$ cat src/rtl/rv32e_pkg.sv
// rtl/rv32e_pkg.sv - shared RV32E fetch-path constants and types
package rv32e_pkg;

  localparam logic [31:0] I_NOP          = 32'h0000_0013;
  localparam logic [31:0] PC_STEP        = 32'd4;
  localparam int          PROG_ROM_WORDS = 512;

  typedef enum logic {
    RUN     = 1'b0,
    FAULTED = 1'b1
  } fetch_state_t;

endpackage

$ cat src/rtl/fetch_fifo.sv
// rtl/fetch_fifo.sv - prefetch FIFO of {pc,instr} entries with flush and push/pop at full
module fetch_fifo #(
  parameter int DEPTH = 2,
  parameter int WIDTH = 64,
  parameter int CW    = $clog2(DEPTH + 1)
) (
  input  logic             clk,
  input  logic             rst,
  input  logic             flush,
  input  logic             push,
  input  logic [WIDTH-1:0] push_data,
  input  logic             pop,
  output logic [WIDTH-1:0] head_data,
  output logic             head_valid,
  output logic [CW-1:0]    count
);

  localparam int AW = (DEPTH > 1) ? $clog2(DEPTH) : 1;

  logic [WIDTH-1:0] mem [DEPTH];
  logic [AW-1:0]    wr_ptr;
  logic [AW-1:0]    rd_ptr;

  // Pointers wrap naturally because DEPTH is a power of two.
  always_ff @(posedge clk or posedge rst) begin
    if (rst) begin
      wr_ptr <= '0;
      rd_ptr <= '0;
      count  <= '0;
    end else if (flush) begin
      wr_ptr <= '0;
      rd_ptr <= '0;
      count  <= '0;
    end else begin
      if (push) wr_ptr <= wr_ptr + AW'(1);
      if (pop)  rd_ptr <= rd_ptr + AW'(1);
      case ({push, pop})
        2'b10:   count <= count + CW'(1);
        2'b01:   count <= count - CW'(1);
        default: count <= count;
      endcase
    end
  end

  always_ff @(posedge clk) begin
    if (push && !flush) mem[wr_ptr] <= push_data;
  end

  assign head_data  = mem[rd_ptr];
  assign head_valid = (count != '0);

endmodule

$ cat src/rtl/fetch_sequencer.sv
// rtl/fetch_sequencer.sv - RV32E instruction-fetch sequencer; optional FETCH_ALIGN_TRAP_EN traps misaligned redirects
module fetch_sequencer
  import rv32e_pkg::*;
#(
  parameter logic [31:0] RESET_PC   = 32'h0000_0000,
  parameter int          FIFO_DEPTH = 2
) (
  input  logic        clk,
  input  logic        rst,
  input  logic        fetch_en,
  input  logic        redirect_valid,
  input  logic [31:0] redirect_pc,
  output logic [31:0] rom_addr,
  input  logic [31:0] rom_data,
  output logic        instr_valid,
  input  logic        instr_ready,
  output logic [31:0] instr,
  output logic [31:0] instr_pc,
  output logic        fault
);

  localparam int CW = $clog2(FIFO_DEPTH + 1);

  logic [31:0]   fetch_pc;
  logic [CW-1:0] count;
  logic [63:0]   head_data;
  logic          head_valid;
  logic          faulted;
  logic          push;
  logic          pop;

`ifdef FETCH_ALIGN_TRAP_EN
  fetch_state_t state_q;
  fetch_state_t state_d;

  always_ff @(posedge clk or posedge rst) begin
    if (rst) state_q <= RUN;
    else     state_q <= state_d;
  end

  always_comb begin
    state_d = state_q;
    faulted = (state_q == FAULTED);
    if (redirect_valid) begin
      state_d = (redirect_pc[1:0] != 2'b00) ? FAULTED : RUN;
    end
  end
`else
  assign faulted = 1'b0;
`endif

  assign fault = faulted;

  // Push may depend on instr_ready via pop, but only fetch_pc's next value sees it.
  assign pop  = head_valid & instr_ready;
  assign push = fetch_en & ~redirect_valid & ~faulted &
                ((count < CW'(FIFO_DEPTH)) | pop);

  always_ff @(posedge clk or posedge rst) begin
    if (rst) begin
      fetch_pc <= RESET_PC;
    end else if (redirect_valid) begin
      fetch_pc <= redirect_pc & ~32'h3;
    end else if (push) begin
      fetch_pc <= fetch_pc + PC_STEP;
    end
  end

  fetch_fifo #(
    .DEPTH (FIFO_DEPTH),
    .WIDTH (64),
    .CW    (CW)
  ) u_fifo (
    .clk        (clk),
    .rst        (rst),
    .flush      (redirect_valid),
    .push       (push),
    .push_data  ({fetch_pc, rom_data}),
    .pop        (pop),
    .head_data  (head_data),
    .head_valid (head_valid),
    .count      (count)
  );

  assign rom_addr    = fetch_pc;
  assign instr_valid = head_valid;
  assign instr       = head_valid ? head_data[31:0]  : 32'h0;
  assign instr_pc    = head_valid ? head_data[63:32] : 32'h0;

endmodule
$ cat config.mk
export PLATFORM = sky130hd
export DESIGN_NAME = fetch_sequencer
export DESIGN_NICKNAME = d
export VERILOG_FILES = /design/src/rtl/rv32e_pkg.sv /design/src/rtl/fetch_fifo.sv /design/src/rtl/fetch_sequencer.sv
export SDC_FILE = /design/constraint.sdc
export NUM_CORES = 1
export LEC_CHECK = 0
export ABC_AREA = 0
export BUFFER_PORTS_ARGS = -buffer_cell sky130_fd_sc_hd__buf_4
export CORE_UTILIZATION = 30
export CTS_CLUSTER_DIAMETER = 80
export DETAILED_ROUTE_END_ITERATION = 10
export PLACE_DENSITY = 0.56
export SETUP_SLACK_MARGIN = 0.02
export SLEW_MARGIN = 20
export SYNTH_ARGS = -nofsm -noshare
export SYNTH_HDL_FRONTEND = slang
export SYNTH_SLANG_ARGS = --single-unit
$ cat constraint.sdc
create_clock -name clk -period 8.25 [get_ports clk]
set_input_delay 0.825 -clock clk [delete_from_list [all_inputs] [get_ports clk]]
set_output_delay 0.825 -clock clk [all_outputs]
set_load 0.05 [all_outputs]
[Word level (Yosys, flattened, before mapping)]
Memory sizes are Yosys's and may differ from the RTL's.
Index checks and enable logic that the tools add are counted.
Storage, ports and cells
  bits in registers: 36
  RAM bits: 128
  input bits: 69
  memories: 1
  logic and storage cells: 36
Memory list
  u_fifo.mem: depth 2, bits a word 64, rd ports 1, clocked after Yosys merged registers in 0, write ports 1, RTL line fetch_fifo.sv:20  | logic [WIDTH-1:0] mem [DEPTH];
Cells by class
  $lt $le $gt $ge: 1
  add/sub/neg operators: 5
  reductions and logical operators: 6
  muxes and demuxes: 12
  equal/unequal tests: 2
  bitwise operators: 5
Operators with widths (number)
  two-way mux 32 bit: 4
  adder 32 x 3 -> 32 bit, second input constant: 1
  two-way mux 1 bit: 6
  nonzero test 2 bit: 3
  case mux 2 bit (2 select lines): 1
  bitwise AND 1 bit: 3
  nonzero test 3 bit: 1
  adder 1 bit, second input constant: 2
  adder 2 x 1 -> 2 bit, second input constant: 1
  == test 2 x 1 -> 1 bit, second input constant: 1
  == test 2 bit, second input constant: 1
  less-than comparator 2 bit, second input constant: 1
  two-way mux 2 bit: 1
  subtractor 2 x 1 -> 2 bit, second input constant: 1
  logical AND 1 bit: 1
  logical NOT 1 bit: 1
  inverter 1 bit: 1
  bitwise OR 1 bit: 1

[Depth between registers and ports, before layout]
  depth in word-level cells: 7
  mapped depth: 6

[Hierarchy]
A second synthesis with hierarchy kept.
Unflattened totals
  cell total of the unflattened synthesis: 493
  area, all modules: 7260.7 um^2
By module, submodules not included
  fetch_fifo: times used 1, cells each 220, area each 5038.6 um^2, sequential area each 3943.8 um^2
  fetch_sequencer: times used 1, cells each 273, area each 2222.1 um^2, sequential area each 750.7 um^2

[Worst setup path before layout]
OpenSTA, ideal clock, no wires.
  kind: input port to flip-flop
  from: input instr_ready
  to: memory u_fifo.mem[1][0] (enable)
  arrival: 5894 ps
  path slack: 1784 ps
  stages: 5
  path buffers: 2
  cell sequence: nor2b_1 -> buf_2 -> nand2b_1 -> clkbuf_1 -> nor3b_1
On the way
  word-level cells in the longest chain between the ends: 6
Ends and longest elaborated chain
  start: declaration: RTL line fetch_sequencer.sv:16  | input logic instr_ready,
  bitwise AND 1 bit: RTL line fetch_sequencer.sv:55  | assign pop = head_valid & instr_ready;
  bitwise OR 1 bit: RTL line fetch_sequencer.sv:57  | ((count < CW'(FIFO_DEPTH)) | pop);
  bitwise AND 1 bit: RTL line fetch_sequencer.sv:56  | assign push = fetch_en & ~redirect_valid & ~faulted &
  logical AND 1 bit: RTL line fetch_fifo.sv:46  | if (push && !flush) mem[wr_ptr] <= push_data;
  two-way mux 1 bit: RTL line fetch_fifo.sv:46
  two-way mux 1 bit (implied by the code): RTL line fetch_fifo.sv:46
  end: declaration: RTL line fetch_fifo.sv:20
No other way between the ends.

[Worst setup path after layout]
  from: register u_fifo.rd_ptr
  to: output instr[23]
On the way
  word-level cells in the longest chain between the ends: 2
Ends and longest elaborated chain
  start: declaration: RTL line fetch_fifo.sv:22  | logic [AW-1:0] rd_ptr;
  start signal: assignment: RTL line fetch_fifo.sv:36  | if (pop) rd_ptr <= rd_ptr + AW'(1);
  memory read (2 x 64 bit)
  two-way mux 32 bit: RTL line fetch_sequencer.sv:87  | assign instr = head_valid ? head_data[31:0] : 32'h0;
  end: declaration: RTL line fetch_sequencer.sv:17  | output logic [31:0] instr,
No other way between the ends.

==> impl_metrics.sql <==
INSERT INTO impl_metrics (metric_group, metric, value, unit) VALUES
('synthesis', 'yosysWarnings', '0', ''),
('synthesis', 'average_cell_area_after_synthesis', '13.66', 'um^2'),
('grt', 'grt_first_pass_wirelength', '23670', 'um'),
('final_layout', 'synthesis_to_layout_area_growth', '30.69', '%'),
('die', 'design.portCount', '167', ''),
('power', 'cellLeakagePower', '3.303', 'nW'),
('grt', 'grt_start_max_net_pins', '65', ''),
('critical_path', 'worst-setup-path-type', 'flip-flop to output pin', ''),
('power', 'power_switching_share', '29.95', '%'),
('critical_path', 'maximum_fanout_along_the_worst_path', '41', ''),
('power', 'power_density', '236.7', 'nW/um^2'),
('synthesis', 'synth.cells.most_frequent', 'sky130_fd_sc_hd__edfxtp_1 (124), sky130_fd_sc_hd__nor2_1 (69), sky130_fd_sc_hd__mux2i_1 (63), sky130_fd_sc_hd__nand2_1 (41), sky130_fd_sc_hd__dfrtp_1 (34)', ''),
('power', 'portion_of_total_power_attributed_to_the_clock_network', '36.8', '%'),
('sta', 'report.final.hold_viol_count', '0', ''),
('final_layout', 'nNetsFinal', '715', ''),
('critical_path', 'max_stage_delay', '0.71', 'ns'),
('final_layout', 'antennaDiodeCount', '0', ''),
('grt', 'vias_in_the_first_global_route', '4265', ''),
('clock_network', 'clk_lat_worst_skew', '0.42', 'ns'),
('sta', 'timing.clock.skew', '0.008865', 'ns'),
('sta', 'share_of_the_clock_period_used_by_the_worst_path', '39.29', '%'),
('placed_design', 'place.gp.congestion', '0.7318', ''),
('clock_network', 'post_cts_resize_count', '0', ''),
('sta', 'f_max', '308.5', 'MHz'),
('critical_path', 'timing.critical_path.from_type', 'flip-flop', ''),
('synthesis', 'synth_top_cell_area_share', '55.99', '%'),
('sta', 'unrepaired_setup_endpoints_after_global_routing', 'no', ''),
('run_status', 'outcome', 'completed', ''),
('drt', 'drc', '0', ''),
('sta', 'slew_headroom', '37.78', '%'),
('synthesis', 'yosys_register_bits', '158', ''),
('synthesis', 'synth_edf_count', '124', ''),
('power', 'switching_power', '0.0006159', 'W'),
('critical_path', 'cp_slowest_cell', 'sky130_fd_sc_hd__dfrtp_4', ''),
('sta', 'worst_pin_slew', '0.9333', 'ns'),
('placed_design', 'io_buffers', '159', ''),
('drt', 'antenna_violating_nets_post_route', '0', ''),
('die', 'core_area', '21760', 'um^2'),
('synthesis', 'synthArstFlopShare', '21.52', '%'),
('clock_network', 'cts.hold.buffers_added', '0', ''),
('synthesis', 'dominantRegCellSynth', 'sky130_fd_sc_hd__edfxtp_1', ''),
('grt', 'grt_antenna_before_repair', '0', ''),
('critical_path', 'cp_data_arrival_time', '2.42', 'ns'),
('final_layout', 'post_route_cells_drive_above_1_share', '31.91', '%'),
('critical_path', 'path_delay_family', 'buffers and inverters', ''),
('placed_design', 'dpl_wire_length', '10300', 'um'),
('sta', 'period_needed', '3.242', 'ns'),
('synthesis', 'post_synth_instance_area', '6650', 'um^2'),
('synthesis', 'yosys.cell_types.count', '35', ''),
('power', 'logic_pwr_share', '16.9', '%'),
('synthesis', 'synthesis.instances', '487', ''),
('power', 'seq_power_share', '46.3', '%'),
('clock_network', 'root_buffer', 'sky130_fd_sc_hd__clkbuf_16', ''),
('sta', 'total_of_endpoints_with_negative_setup_slack_in_the_final_report', '0', ''),
('synthesis', 'yosys.area.top_type', 'sky130_fd_sc_hd__edfxtp_1', ''),
('critical_path', 'timing.critical_path.mode_cell', 'sky130_fd_sc_hd__buf_4', ''),
('clock_network', 'cts_made_buffers', '17', ''),
('sta', 'tns', '0', 'ns'),
('drt', 'vias_per_cell', '4.561', ''),
('die', 'floorplan.die.height', '150.9', 'um'),
('synthesis', 'synth_most_common_cell', 'sky130_fd_sc_hd__edfxtp_1', ''),
('critical_path', 'end_kind', 'output pin', ''),
('drt', 'dr_total_vias', '4278', ''),
('grt', 'global_route.usage.total', '14.17', '%'),
('critical_path', 'worst-path-buf-inv', '2', ''),
('clock_network', 'cts_tree', 'yes', ''),
('critical_path', 'required', '7.42', 'ns'),
('power', 'internal_power', '0.001441', 'W'),
('clock_network', 'cts_post_setup_buffers_inserted', '0', ''),
('clock_network', 'clkTransAtPathRegs', '0.07', 'ns'),
('critical_path', 'ordered_list_of_cells_on_the_worst_path', 'buf_4, mux2i_1, nor2_1, buf_4', '');
[cell families after synthesis]
group / share of synthesized area (%)
AOI/OAI and AO/OA: 2.483
DFF: 68.79
adders and majority gates: 0.1881
muxes: 9.990
other: 0.05639
xor gates and xnor gates: 3.951
buffers and inverters: 2.371
and+or+nand+nor: 12.17
[worst register-to-register path: cells and delay by family, from the launching register on]
family,cells,cell delay (ns)
buf+inv,1,0.40
flops,1,0.46
simple gates,3,1.14
[power by group through the flow]
stage | Clock (W) | Sequential [W] | Combinational (W)
after floorplan | 0 | 0.00101 | 0.000191
after global placement | 0 | 0.000968 | 0.000348
after detailed placement | 0 | 0.000971 | 0.000351
final | 0.000757 | 0.000953 | 0.000347
after CTS | 0.000776 | 0.000955 | 0.000351
after global routing | 0.000808 | 0.000959 | 0.000369
[flip-flops by register name, summed over array words and instances, names as in the netlist]
signal	count
u_fifo.mem	124
u_fifo.count	2
rom_addr	30
u_fifo.wr_ptr	1
u_fifo.rd_ptr	1
[stage by stage]
| stage | hold slack (ns) | setup WS [ns] | area, um^2 | utilization [%] | std cells |
|---|---|---|---|---|---|
| after global routing | 0.5533 | 4.852 | 8691 | 39.95 | 938 |
| after CTS | 0.5156 | 4.916 | 8691 | 39.95 | 938 |
| final | 0.5121 | 5.008 | 8691 | 39.95 | 938 |
| after global placement | 0.5381 | 5.414 | 8129 | 37.36 | 906 |
| after detailed placement | 0.5432 | 5.385 | 8129 | 37.36 | 906 |
| after floorplan | 0.5195 | 1.784 | 6665 | - | 491 |
[layout by cell type (no fill, tap or decap), types with 3 or more instances in the layout]
master	netlist	final
sky130_fd_sc_hd__xor2_1	22	22
sky130_fd_sc_hd__and3_1	4	4
sky130_fd_sc_hd__buf_4	5	164
sky130_fd_sc_hd__dfrtp_1	34	33
sky130_fd_sc_hd__clkbuf_16	0	17
sky130_fd_sc_hd__o21ai_0	27	27
sky130_fd_sc_hd__nor2_1	69	68
sky130_fd_sc_hd__clkinvlp_4	0	3
sky130_fd_sc_hd__inv_1	5	5
sky130_fd_sc_hd__mux2i_1	63	63
sky130_fd_sc_hd__xnor2_1	8	8
sky130_fd_sc_hd__nand3_1	10	10
sky130_fd_sc_hd__conb_1	1	5
sky130_fd_sc_hd__nor3_2	2	3
sky130_fd_sc_hd__mux2_2	3	3
sky130_fd_sc_hd__nor3_1	5	4
sky130_fd_sc_hd__inv_6	0	4
sky130_fd_sc_hd__nand2_1	41	41
sky130_fd_sc_hd__nand4_1	15	15
sky130_fd_sc_hd__edfxtp_1	124	124
sky130_fd_sc_hd__and2_1	4	4
[final timing paths]
kind | from | end | slack, ns | cells past startpoint
worst max register to register | u_fifo.count[1]$_DFFE_PP0P_ | u_fifo.mem[1][26]$_DFFE_PP_ | 5.80 | 4
worst min register to register | rom_addr[3]$_DFFE_PP0P_ | u_fifo.mem[0][35]$_DFFE_PP_ | 0.56 | 0
worst min-delay path | rst | rom_addr[28]$_DFFE_PP0P_ | 0.51 | 3
max in group asynchronous | rst | u_fifo.rd_ptr$_DFFE_PP0P_ | 7.36 | 3
worst max-delay path | u_fifo.rd_ptr$_DFFE_PP0P_ | instr[23] | 5.01 | 4
min in group clk | rom_addr[3]$_DFFE_PP0P_ | u_fifo.mem[0][35]$_DFFE_PP_ | 0.56 | 0
[final cells by class]
type	instances	area, um^2
clock buffer	17	425.4
clock inverter	15	136.4
fill	2102	13070
inverter	5	18.77
multi-input combinational	299	1951
sequential	158	4578
tap	280	350.3
timing repair buffer	164	1231
[metal layers]
metal  vias up  share of wire [%]  global-route usage [%]
li1       2065                  -                       -
met1      2067                 45                   18.18
met2       127                 48                   23.07
met3        19                5.4                   3.343
met4         0                1.8                   5.550
met5         -                  0                       0
No activity file was read; power rests on OpenSTA's default activity.
